<file path="src/rtl/nn_pkg.sv">
// rtl/nn_pkg.sv - shared types, default sizes and width helper for the layer sequencer
package nn_pkg;

  localparam int N_IN    = 16;
  localparam int NEURONS = 4;
  localparam int ACC_W   = 24;
  localparam int BYTES   = ACC_W / 8;

  typedef enum logic [6:0] {
    IDLE    = 7'b0000001,
    LOAD    = 7'b0000010,
    CLR     = 7'b0000100,
    COMPUTE = 7'b0001000,
    WAIT    = 7'b0010000,
    SEND    = 7'b0100000,
    DONE    = 7'b1000000
  } stateT;

  // Counter/address width, never below one bit so single-entry ranges still synthesize.
  function automatic int addrWidth(input int n);
    return (n <= 2) ? 1 : $clog2(n);
  endfunction

endpackage

</file>
<file path="src/rtl/nn_input_buf.sv">
// rtl/nn_input_buf.sv - input byte register file with one write port and a registered read port
module nn_input_buf #(
  parameter int DEPTH = 16,
  parameter int AW    = 4
) (
  input  logic          clk,
  input  logic          rst,
  input  logic          we,
  input  logic [AW-1:0] waddr,
  input  logic [7:0]    wdata,
  input  logic [AW-1:0] raddr,
  output logic [7:0]    rdata
);

  logic [7:0] mem [DEPTH];

  always_ff @(posedge clk) begin
    if (we) mem[waddr] <= wdata;
  end

  always_ff @(posedge clk) begin
    if (!rst) rdata <= '0;
    else      rdata <= mem[raddr];
  end

endmodule

</file>
<file path="src/rtl/nn_layer_sequencer.sv">
// rtl/nn_layer_sequencer.sv - time-shares one external 8x8 MAC across the neurons of a dense layer
module nn_layer_sequencer #(
  parameter int N_IN    = nn_pkg::N_IN,
  parameter int NEURONS = nn_pkg::NEURONS,
  parameter int ACC_W   = nn_pkg::ACC_W
) (
  input  logic                                       clk,
  input  logic                                       rst,
  input  logic                                       rx_valid,
  input  logic [7:0]                                 rx_byte,
  output logic [nn_pkg::addrWidth(N_IN*NEURONS)-1:0] w_addr,
  input  logic [7:0]                                 w_data,
  output logic                                       mac_clr,
  output logic                                       mac_en,
  output logic [7:0]                                 mac_a,
  output logic [7:0]                                 mac_b,
  input  logic [ACC_W-1:0]                           mac_acc,
  output logic                                       tx_valid,
  input  logic                                       tx_ready,
  output logic [7:0]                                 tx_byte,
  output logic                                       trig_out,
  output logic                                       busy,
  output logic                                       overrun
);

  import nn_pkg::*;

  localparam int NBYTES = ACC_W / 8;
  localparam int KW     = addrWidth(N_IN);
  localparam int NW     = addrWidth(NEURONS);
  localparam int BW     = addrWidth(NBYTES);
  localparam int WA     = addrWidth(N_IN * NEURONS);

  stateT             state, stateNext;
  logic [KW-1:0]     inCnt, k, kSel;
  logic [NW-1:0]     neuron;
  logic [BW-1:0]     byteIdx;
  logic [ACC_W-1:0]  res;
  logic [7:0]        bufRdata;
  logic              bufWe;
  logic [KW-1:0]     bufWaddr;
  logic [NW+KW-1:0]  addrFull;

  assign bufWe    = rx_valid && (state == IDLE || state == LOAD);
  assign bufWaddr = (state == IDLE) ? '0 : inCnt;
  assign addrFull = {neuron, kSel};
  assign busy     = (state != IDLE);

  nn_input_buf #(.DEPTH(N_IN), .AW(KW)) inputBuf (
    .clk   (clk),
    .rst   (rst),
    .we    (bufWe),
    .waddr (bufWaddr),
    .wdata (rx_byte),
    .raddr (kSel),
    .rdata (bufRdata)
  );

  always_ff @(posedge clk) begin
    if (!rst) begin
      state   <= IDLE;
      inCnt   <= '0;
      k       <= '0;
      neuron  <= '0;
      byteIdx <= '0;
      res     <= '0;
      overrun <= 1'b0;
    end else begin
      state <= stateNext;
      if (rx_valid) begin
        if (state == IDLE) begin
          inCnt   <= KW'(1);
          overrun <= 1'b0;
        end else if (state == LOAD) begin
          inCnt <= inCnt + KW'(1);
        end else begin
          overrun <= 1'b1;
        end
      end
      case (state)
        LOAD:    neuron <= '0;
        CLR:     k <= '0;
        COMPUTE: k <= k + KW'(1);
        WAIT: begin
          res     <= mac_acc;
          byteIdx <= BW'(NBYTES - 1);
        end
        SEND: begin
          if (tx_ready) begin
            if (byteIdx != '0)                        byteIdx <= byteIdx - BW'(1);
            else if (neuron != NW'(NEURONS - 1))      neuron  <= neuron + NW'(1);
          end
        end
        default: ;
      endcase
    end
  end

  // The read port and ROM both lag one cycle, so addresses run one step ahead of k.
  always_comb begin
    stateNext = state;
    kSel      = '0;
    mac_clr   = 1'b0;
    mac_en    = 1'b0;
    trig_out  = 1'b0;
    tx_valid  = 1'b0;
    case (state)
      IDLE:    if (rx_valid) stateNext = LOAD;
      LOAD:    if (rx_valid && inCnt == KW'(N_IN - 1)) stateNext = CLR;
      CLR: begin
        mac_clr   = 1'b1;
        trig_out  = 1'b1;
        stateNext = COMPUTE;
      end
      COMPUTE: begin
        mac_en   = 1'b1;
        trig_out = 1'b1;
        kSel     = k + KW'(1);
        if (k == KW'(N_IN - 1)) stateNext = WAIT;
      end
      WAIT: begin
        trig_out  = 1'b1;
        stateNext = SEND;
      end
      SEND: begin
        tx_valid = 1'b1;
        if (tx_ready && byteIdx == '0)
          stateNext = (neuron == NW'(NEURONS - 1)) ? DONE : CLR;
      end
      DONE:    stateNext = IDLE;
      default: stateNext = IDLE;
    endcase
  end

  always_comb begin
    w_addr  = (state == CLR || state == COMPUTE) ? addrFull[WA-1:0] : '0;
    mac_a   = mac_en ? bufRdata : 8'h00;
    mac_b   = mac_en ? w_data : 8'h00;
    tx_byte = tx_valid ? res[{byteIdx, 3'b000} +: 8] : 8'h00;
  end

endmodule

</file>
<file path="config.mk">
export PLATFORM = sky130hd
export DESIGN_NAME = nn_layer_sequencer
export DESIGN_NICKNAME = d
export VERILOG_FILES = /design/src/rtl/nn_pkg.sv /design/src/rtl/nn_input_buf.sv /design/src/rtl/nn_layer_sequencer.sv
export SDC_FILE = /design/constraint.sdc
export NUM_CORES = 1
export LEC_CHECK = 0
export ABC_AREA = 1
export BUFFER_PORTS_ARGS = -buffer_cell sky130_fd_sc_hd__buf_2
export CAP_MARGIN = 30
export CORE_MARGIN = 5
export CORE_UTILIZATION = 25
export DETAILED_ROUTE_END_ITERATION = 8
export GPL_TIMING_DRIVEN = 0
export HOLD_SLACK_MARGIN = 0.08
export PLACE_DENSITY = 0.53
export RECOVER_POWER = 100
export SYNTH_ARGS = -nofsm -noshare
export SYNTH_HDL_FRONTEND = slang
export SYNTH_SLANG_ARGS = --single-unit
</file>
<file path="constraint.sdc">
create_clock -name clk -period 2.4 [get_ports clk]
set_clock_uncertainty 0.2 [all_clocks]
set_input_delay 0 -clock clk [delete_from_list [all_inputs] [get_ports clk]]
set_output_delay 0 -clock clk [all_outputs]
set_load 0.005 [all_outputs]
</file>
Word level (Yosys, flattened, before mapping)

Memories as Yosys holds them, arrays and structs flattened. A register that Yosys moved wholly into a read port is not among the register bits.
Index checks and enable logic that the tools add are counted.

Memories: 1
Logic and storage cells: 81
Input bits: 44
RAM bits: 128
Flip-flop bits (word level): 44

Memory list:

| name         | words | width | rd ports | clocked after Yosys merged registers in | wr ports | line               | text |
|---|---|---|---|---|---|---|---|
| inputBuf.mem | 16    | 8     | 1        | 1                                       | 1        | nn_input_buf.sv:15 | `logic [7:0] mem [DEPTH];` |

Equal/unequal tests: 20
Mux-type cells: 30
Shift operators: 1
Reductions and logical operators: 18
$add $sub $neg: 4

Operator list:

| kind                                          | number |
|---|---|
| case mux 7 bit (6 select lines)               | 1 |
| two-way mux 7 bit                             | 5 |
| two-way mux 8 bit                             | 3 |
| variable part select 24 x 6 -> 8 bit          | 1 |
| != test 2 bit, second input constant          | 9 |
| two-way mux 4 bit                             | 4 |
| two-way mux 2 bit                             | 5 |
| nonzero test 2 bit                            | 5 |
| adder 4 x 1 -> 4 bit, second input constant   | 2 |
| == test 4 bit, second input constant          | 2 |
| two-way mux 1 bit                             | 8 |
| case mux 2 bit (2 select lines)               | 2 |
| case mux 4 bit (2 select lines)               | 1 |
| AND reduction 4 bit                           | 2 |
| == test 7 x 1 -> 1 bit, second input constant | 1 |
| == test 7 x 2 -> 1 bit, second input constant | 1 |
| == test 7 x 3 -> 1 bit, second input constant | 1 |
| == test 7 x 4 -> 1 bit, second input constant | 1 |
| == test 7 x 5 -> 1 bit, second input constant | 1 |
| == test 7 x 6 -> 1 bit, second input constant | 1 |
| != test 7 x 1 -> 1 bit, second input constant | 1 |
| two-way mux 6 bit                             | 1 |
| AND reduction 2 bit                           | 2 |
| logical AND 1 bit                             | 3 |
| other kinds (9)                               | 10 |

Logic depth before layout (Yosys ltp)

Gate-level depths: netlist (run 1).

Depth in word-level cells: 5
Depth in mapped cells: 11
Mapped depth without buffers: 11

By module

A second synthesis (run 1) with hierarchy kept.

Cells, all modules: 895
Area total of the unflattened synthesis: 7,963.9 um2

By module, submodules not included:

| module             | cells each | area an instance (um2) | times used |
|---|---|---|---|
| nn_input_buf       | 536        | 5,685.5                | 1 |
| nn_layer_sequencer | 359        | 2,278.4                | 1 |

Least setup slack after synthesis (run 1)

OpenSTA, ideal clock, no wires.

Path type: flip-flop to flip-flop
Start: register state[5]
End: memory inputBuf.mem[12][0], enable pin
Path slack: 0.075 ns
Library setup time: 0.370 ns
Cell stages (with the launch flop): 11
Path buffers: 0
Data required time: 1.830 ns
Clock period less this slack: 2.325 ns
Data arrival time: 1.755 ns
Path through: dfxtp_1 > inv_2 > nand3_4 > inv_4 > nand4_2 > nand2_1 > nand2_2 > inv_2 > o21ai_1 > or2_1 > nor2_1

Cells in the longest elaborated chain, start to end: 5

RTL lines:

| element                                                          | line                                               | text |
|---|---|---|
| from (decl)                                                      | nn_layer_sequencer.sv:34                           | `stateT state, stateNext;` |
| from (signal assigned)                                           | nn_layer_sequencer.sv:69                           | `state <= stateNext;` |
| == test 7 x 1 -> 1 bit or == test 7 x 2 -> 1 bit (tied branches) | nn_layer_sequencer.sv:44, nn_layer_sequencer.sv:45 |  |
| logical OR 1 bit                                                 | nn_layer_sequencer.sv:44                           | `assign bufWe = rx_valid && (state == IDLE \|\| state == LOAD);` |
| logical AND 1 bit                                                | nn_layer_sequencer.sv:44                           |  |
| two-way mux 1 bit                                                | nn_input_buf.sv:18                                 | `if (we) mem[waddr] <= wdata;` |
| two-way mux 1 bit (implied by the code)                          | nn_input_buf.sv:18                                 |  |
| to (decl)                                                        | nn_input_buf.sv:15                                 |  |

Parallel ways exist; a longest one is shown, timed or not.

Worst setup path after layout (run 1)

Start: register state[4]
End: memory inputBuf.mem[2][3], enable pin

Same word-level chain as after synthesis.

==> summary.txt, run 1 <==
Global routing
  – Largest net degree at the start of global routing: 20
  – Vias in the first global route: 6327
  – Gr usage total: 0.127
  – Remaining Overflow, GRT: 0
  – Busiest grt layer: met2
  – Grt met3 use: 0.0236
  – Met1 Use GR: 0.156
  – Initial antenna violation count: 0
  – Met2 GRT Util: 0.219
  – First-pass GRT wire length: 35.0 mm

Route
  – Routed Antenna Nets: 0
  – Vias per cell: 4.53
  – Final WL: 22.8 mm
  – DRC viols: 0
  – Initial drt markers: about 470
  – DR WL/cell: 16.4 um
  – TritonRoute pass-1 iters: 5
  – Total number of vias: 6317

Pwr
  – Pleak: a little over 4 nW
  – Peak supply drop: 0.000357 V
  – Pwr Total: 7.17 mW
  – PD cells: 698 nW/um^2

Placement
  – GPL Wtd Cong: 0.855
  – Port-buffer cells: 79
  – Placed cells: 1310
  – Placed inst area: about 9000 sq um
  – Worst slack, placed: -0.496 ns
  – Hpwl dp: 16.0 mm

Cells and area
  – Diode count: 0
  – Fillers: 3206
  – Most frequent cells in the layout: edfxtp_1, nand3_1, inv_1
  – P&R area growth vs syn: 27.7%
  – Most common cell after layout, fill and taps aside: edfxtp_1
  – Fin nets: 1026
  – Final instance area: approximately 10000 sq um
  – Share of layout cells above drive strength 1: 0.218
  – Fin cells: 1393

CTS
  – CTS max path bufs: 2
  – TritonCTS sink count: between 150 and 200
  – Htree depth: 4
  – CTS tree: yes
  – Num CTS Buffers: 17
  – Clock Pin Slew Worst Setup and Hold Paths: 0.07 ns
  – Later-pin clock latency in the skew report: 0.43 ns
  – Root buffer cell: clkbuf_16

Timing
  – Hold_ws: 0.0782 ns
  – Relative slew slack: 0.304
  – Final setup margin: 0.0751 ns
  – Period minus WS final: 2.32 ns
  – RSZ-0062 raised after global routing: yes
  – Achievable Freq: roughly 0.43 GHz
  – Max Slew Vio Count: 0
  – Slew at the pin with the worst max-slew slack: 1.04 ns
  – Final worst-path cycle share: 0.969
  – Final hold vios: 0
  – Setup violators final: 0

Synth
  – Synthesized-area fraction occupied by and/or/nand/nor cells: 0.236
  – Cells after Synth: 829
  – Area leader, netlist: edfxtp_1
  – Complex-gate fraction of the synthesized area: 0.0694
  – FFs w/ async S/R, synth: 0
  – Synth Net Count: around 900
  – Register bit total from synthesis: 180
  – Post-synthesis sequential area ratio: 0.607
  – Synthesis Warnings: 0
  – Syn Area/Cell: 9.70 sq um
  – Multiplexer share of the synthesized area: 0
  – Synth Area in Adders: 0.00622
  – Top cell type's share of synthesized area: 0.478
  – Cell Area, Synth: 8040 sq um
  – Largest family of logic cells by synthesized area: simple AND/OR/NAND/NOR gates
  – XOR/XNOR Fraction of Synth Area: 0.00109
  – Library cells used by synthesis: 40
  – Number of synthesized flops with an enable pin: around 130
  – Main area contributors after synthesis: edfxtp_1, dfxtp_1, nand3_1, nor2_1, inv_1
  – Ys flop type: edfxtp_1

Critical path
  – Top delay family on crit path: simple AND/OR/NAND/NOR gates
  – Worst Path Arrival: between 2 and 2.5 ns
  – Worst path depth: 9
  – Largest stage delay on the critical path: 0.44 ns
  – Crit. End Element: flip-flop
  – RR Endpoint: inputBuf.mem[2][3]$_DFFE_PP_
  – R2r setup slk: roughly 0.075 ns
  – CP endpoint: inputBuf.mem[2][3]$_DFFE_PP_
  – Worst setup path startpoint: state[4]$_SDFFE_PN0P_
  – WP buf/inv: 3
  – Slowest stage cell, crit path: nor2_2
  – Crit path launch type: flip-flop
  – R2R depth: 9
  – Setup CP Type: flip-flop to flip-flop
  – CP cell instances: inv_2 > nand3_4 > inv_6 > nand4_4 > nand2_1 > nand2_4 > inv_4 > nand3_1 > nor2_2
  – Max FO, Critical Path: 8
  – RR Startpoint: state[4]$_SDFFE_PN0P_
  – WP data required: roughly 2.3 ns

Run
  – Total of max-cap violations: 0

Die
  – Die width: 189 um
  – IO Count: 80
  – Initial Util: 0.254
  – Die area: 35900 sq um
  – Die Y: 189 um
  – Rows: 65
  – CORE AREA: between 30000 and 40000 sq um

Hold path
  – HP Class: input pin to primary output

Status
  – Outcome: finished clean
## per-layer routing
layer | vias to the layer above | wire length [um]
li1 | 3094 | -
met3 | 45 | 932
met5 | - | 0
met4 | 0 | 724
met1 | 3035 | 9740
met2 | 143 | 11400
## flip-flops by register name (all words and copies together), names as in the netlist
name,cells
inCnt,4
inputBuf.rdata,8
state,7
inputBuf.mem,128
neuron,2
res,24
overrun,1
byteIdx,2
k,4
## synth_stat cells, types with 16 or more instances
master / n
nand3b_1: 16
o2111ai_1: 21
o21ai_0: 47
a21oi_1: 19
nand2_1: 77
dfxtp_1: 52
edfxtp_1: 128
nand3_1: 122
inv_1: 108
clkbuf_1: 28
nor2_1: 125
or2_2: 21
## stage by stage
| step | TNS, ns | utilization |
|---|---|---|
| 4_1_cts | -0.0662 | 0.320 |
| 2_1_floorplan | 0 | - |
| 3_3_place_gp | -29.31 | 0.283 |
| 5_1_grt | -0.719 | 0.325 |
| 6_report | 0 | 0.325 |
| 3_5_place_dp | -35.29 | 0.283 |
## worst reg2reg max path, delay by kind of cell (launching register included)
family                 cells  cell delay (ns)
and+or+nand+nor            6             1.15
DFF                        1             0.34
buffers and inverters      3             0.29
## cell type report
| class | instances | area [sq um] | area share |
|---|---|---|---|
| plain buffers | 41 | 199 | 0.0194 |
| clock buffers | 18 | 429 | 0.0418 |
| clock inverters | 14 | 169 | 0.0164 |
| inverters | 121 | 465 | 0.0453 |
| multi-input cells | 485 | 2700 | 0.262 |
| flip-flops and latches | 180 | 4890 | 0.476 |
| well taps | 402 | 503 | 0.0490 |
| repair buffers | 132 | 922 | 0.0898 |
## power by group
part	total (mW)	internal, mW	switching, mW
sequential	3.51	3.45	0.0592
combinational	0.835	0.326	0.509
clock	2.82	1.49	1.33
total	7.17	5.27	1.90
## how the worst min path moves through the flow
stage / start / endpoint / cells past startpoint
2_1_floorplan: w_data[0] / mac_b[0] / 2
3_3_place_gp: mac_acc[15] / res[15]$_SDFFE_PN0P_ / 3
3_5_place_dp: mac_acc[7] / res[7]$_SDFFE_PN0P_ / 3
4_1_cts: w_data[0] / mac_b[0] / 4
5_1_grt: w_data[1] / mac_b[1] / 4
6_report: w_data[7] / mac_b[7] / 4
## timing repair
action | CTS | global route
hold buffers | 36 | 0
hold endpoints to repair | 171 | 0
gates cloned | 0 | 0
pin swaps | 5 | 6
setup buffers | 5 | 12
setup endpoints to repair | 141 | 100
gates resized for setup | 44 | 20
## logic make-up (layout without fill, tap and decap cells)
family | after synthesis | after routing
compound gates | 93 | 93
xor+xnor | 1 | 1
buf+inv | 164 | 326
fa+ha+maj | 4 | 4
flops | 180 | 180
simple gates | 387 | 387
Power figures use the tool's default switching activity.
==> inputs of run 2 (changes only) <==
Settings changed: PLACE_DENSITY 0.53 to 0.51.
Clock period 2.4 ns to 2.8 ns, I/O delays scaled along.
==> summary.txt, run 2 (same netlist as run 1, synthesis figures left out) <==
Status
  – Outcome: finished clean (unchanged)

Cells and area
  – P&R area growth vs syn: 26.2% (was 27.7%)
  – Top flop regs: inputBuf.mem x128, res x24, inputBuf.rdata x8 (unchanged)
  – Multi-input gate area: 2510 sq um (was 2700 sq um)
  – Final Core Density: 0.321 (was 0.325)
  – Final instance area: 10100 sq um (was 10300 sq um)
  – Fin cells: 1404 (was 1393)
  – Fillers: 3264 (was 3206)
  – Share of layout cells above drive strength 1: 0.154 (was 0.218)
  – Top reg by flops: inputBuf.mem (unchanged)
  – Most frequent cells in the layout: edfxtp_1, nand3_1, nor2_1 (was edfxtp_1, nand3_1, inv_1)
  – Diode count: 0 (unchanged)
  – Fin nets: 1037 (was 1026)
  – Storage cell area: 4880 sq um (was 4890 sq um)
  – Most common cell after layout, fill and taps aside: edfxtp_1 (unchanged)
  – Number of flip-flops in the largest register: 128 (unchanged)

Die
  – Rows: 65 (unchanged)
  – IO Count: 80 (unchanged)
  – Die Y: 189 um (unchanged)
  – Die width: 189 um (unchanged)
  – Die area: 35900 sq um (unchanged)
  – CORE AREA: 31600 sq um (unchanged)
  – Initial Util: 0.254 (unchanged)

Pwr
  – Power Internal: 4.44 mW (was 5.27 mW)
  – Gate power share: 0.093 (was 0.117)
  – PD cells: 597 nW/um^2 (was 698 nW/um^2)
  – Pwr Total: 6.06 mW (was 7.17 mW)
  – Sequential power share: 0.496 (was 0.490)
  – Peak supply drop: 0.000370 V (was 0.000357 V)
  – Clk pwr share: 0.411 (was 0.394)
  – Switching share of power: 0.266 (was 0.265)
  – Sw Pwr: 1.61 mW (was 1.90 mW)
  – Pleak: 4.11 nW (was 4.12 nW)

Timing
  – Relative slew slack: 0.300 (was 0.304)
  – Period minus WS final: 2.64 ns (was 2.32 ns)
  – Setup violators final: 0 (unchanged)
  – RSZ-0062 raised after global routing: no (was yes)
  – Hold_ws: 0.0688 ns (was 0.0782 ns)
  – Final hold vios: 0 (unchanged)
  – Post-route setup TNS: 0 ns (unchanged)
  – Slew at the pin with the worst max-slew slack: 1.05 ns (was 1.04 ns)
  – Max Slew Vio Count: 0 (unchanged)
  – Achievable Freq: 0.379 GHz (was 0.430 GHz)
  – Final worst-path cycle share: 0.942 (was 0.969)
  – Final setup margin: 0.162 ns (was 0.0751 ns)

Critical path
  – WP data required: 2.92 ns (was 2.29 ns)
  – Crit. End Element: flip-flop (unchanged)
  – Slowest stage cell, crit path: dlygate4sd3_1 (was nor2_2)
  – Max FO, Critical Path: 10 (was 8)
  – Setup CP Type: flip-flop to flip-flop (unchanged)
  – Crit path launch type: flip-flop (unchanged)
  – Worst Path Arrival: 2.76 ns (was 2.21 ns)
  – Most frequent CP cell: nor2_1
  – Largest stage delay on the critical path: 0.55 ns (was 0.44 ns)
  – CP cell instances: nor2_1 > nand2_1 > nor4_4 > inv_2 > clkbuf_1 > nor2_1 > nor2_1 > dlygate4sd3_1 (was inv_2 > nand3_4 > inv_6 > nand4_4 > nand2_1 > nand2_4 > inv_4 > nand3_1 > nor2_2)

Route
  – DRC viols: 0 (unchanged)
  – Vias per cell: 4.55 (was 4.53)
  – TritonRoute pass-1 iters: 5 (unchanged)
  – Final WL: 23.4 mm (was 22.8 mm)
  – Total number of vias: 6386 (was 6317)
  – Initial drt markers: 518 (was 473)
  – Routed Antenna Nets: 0 (unchanged)
  – DR WL/cell: 16.7 um (was 16.4 um)

Placement
  – Port-buffer cells: 79 (unchanged)
  – Placed inst area: 8940 sq um (unchanged)
  – Worst slack, placed: -0.0856 ns (was -0.496 ns)
  – Placed cells: 1310 (unchanged)
  – Hpwl dp: 16.0 mm (about the same)
  – GPL Wtd Cong: 0.881 (was 0.855)

CTS
  – Later-pin clock latency in the skew report: 0.43 ns (about the same)
  – CTS tree: yes (unchanged)
  – Clock Pin Slew Worst Setup and Hold Paths: 0.08 ns (was 0.07 ns)
  – CTS max path bufs: 2 (unchanged)
  – TritonCTS sink count: 180 (unchanged)
  – Htree depth: 4 (unchanged)
  – Root buffer cell: clkbuf_16 (unchanged)
  – Num CTS Buffers: 17 (unchanged)

Global routing
  – First-pass GRT wire length: 35.4 mm (was 35.0 mm)
  – Vias in the first global route: 6310 (was 6327)
  – Largest net degree at the start of global routing: 21 (was 20)
  – Remaining Overflow, GRT: 0 (unchanged)
  – Gr usage total: 0.129 (was 0.127)
  – Initial antenna violation count: 0 (unchanged)

Hold path
  – HP Class: input pin to primary output (unchanged)

Run
  – Total of max-cap violations: 0 (unchanged)
-- run 2: power by group through the flow --
stage | clock network (mW) | registers [mW] | logic [mW]
after floorplan | 0 | 3.05 | 0.318
after global placement | 0 | 3.06 | 0.517
after detailed placement | 0 | 3.06 | 0.523
after CTS | 2.54 | 3.00 | 0.573
after global routing | 2.66 | 3.01 | 0.619
final | 2.49 | 3.00 | 0.561
-- run 2: final timing paths --
check                         from              endpoint  slack (ns)  depth (start not counted)
min reg2reg      k[3]$_SDFFE_PN0P_     k[3]$_SDFFE_PN0P_        0.27                          2
min                      w_data[2]              mac_b[2]        0.07                          4
max reg2reg  state[2]$_SDFFE_PN0P_  res[17]$_SDFFE_PN0P_        0.16                          8
max          state[2]$_SDFFE_PN0P_  res[17]$_SDFFE_PN0P_        0.16                          8
-- run 2: routing by layer --
| metal | up-vias | wire length (um) | global-route usage |
|---|---|---|---|
| met1 | 3075 | 10500 | 0.165 |
| met4 | 0 | 705 | 0.0495 |
| li1 | 3105 | - | - |
| met5 | - | 0 | 0 |
| met3 | 41 | 899 | 0.0227 |
| met2 | 165 | 11300 | 0.217 |
-- run 2: cell type report --
cell class / count / area share
Tap cell: 402 / 0.0496
Buffer: 43 / 0.0186
Sequential cell: 180 / 0.481
Clock inverter: 15 / 0.0192
Clock buffer: 17 / 0.0419
Timing Repair Buffer: 141 / 0.0969
Inverter: 121 / 0.0452
Multi-Input combinational cell: 485 / 0.247
-- run 2: repair_timing --
item / 4_1_cts / 5_1_grt
hold endpoints to repair: 171 / 0
endpoints found under the setup margin: 31 / 36
setup buffers: 0 / 1
pin swaps: 0 / 1
cloned: 0 / 0
gates resized for setup: 4 / 11
hold buffers: 61 / 0
-- run 2: critical path, delay by kind of cell, from the launching register on --
family | cells | cell delay [ns]
AND/OR/NAND/NOR | 5 | 1.05
buffers and inverters | 3 | 0.96
flip-flops | 1 | 0.34
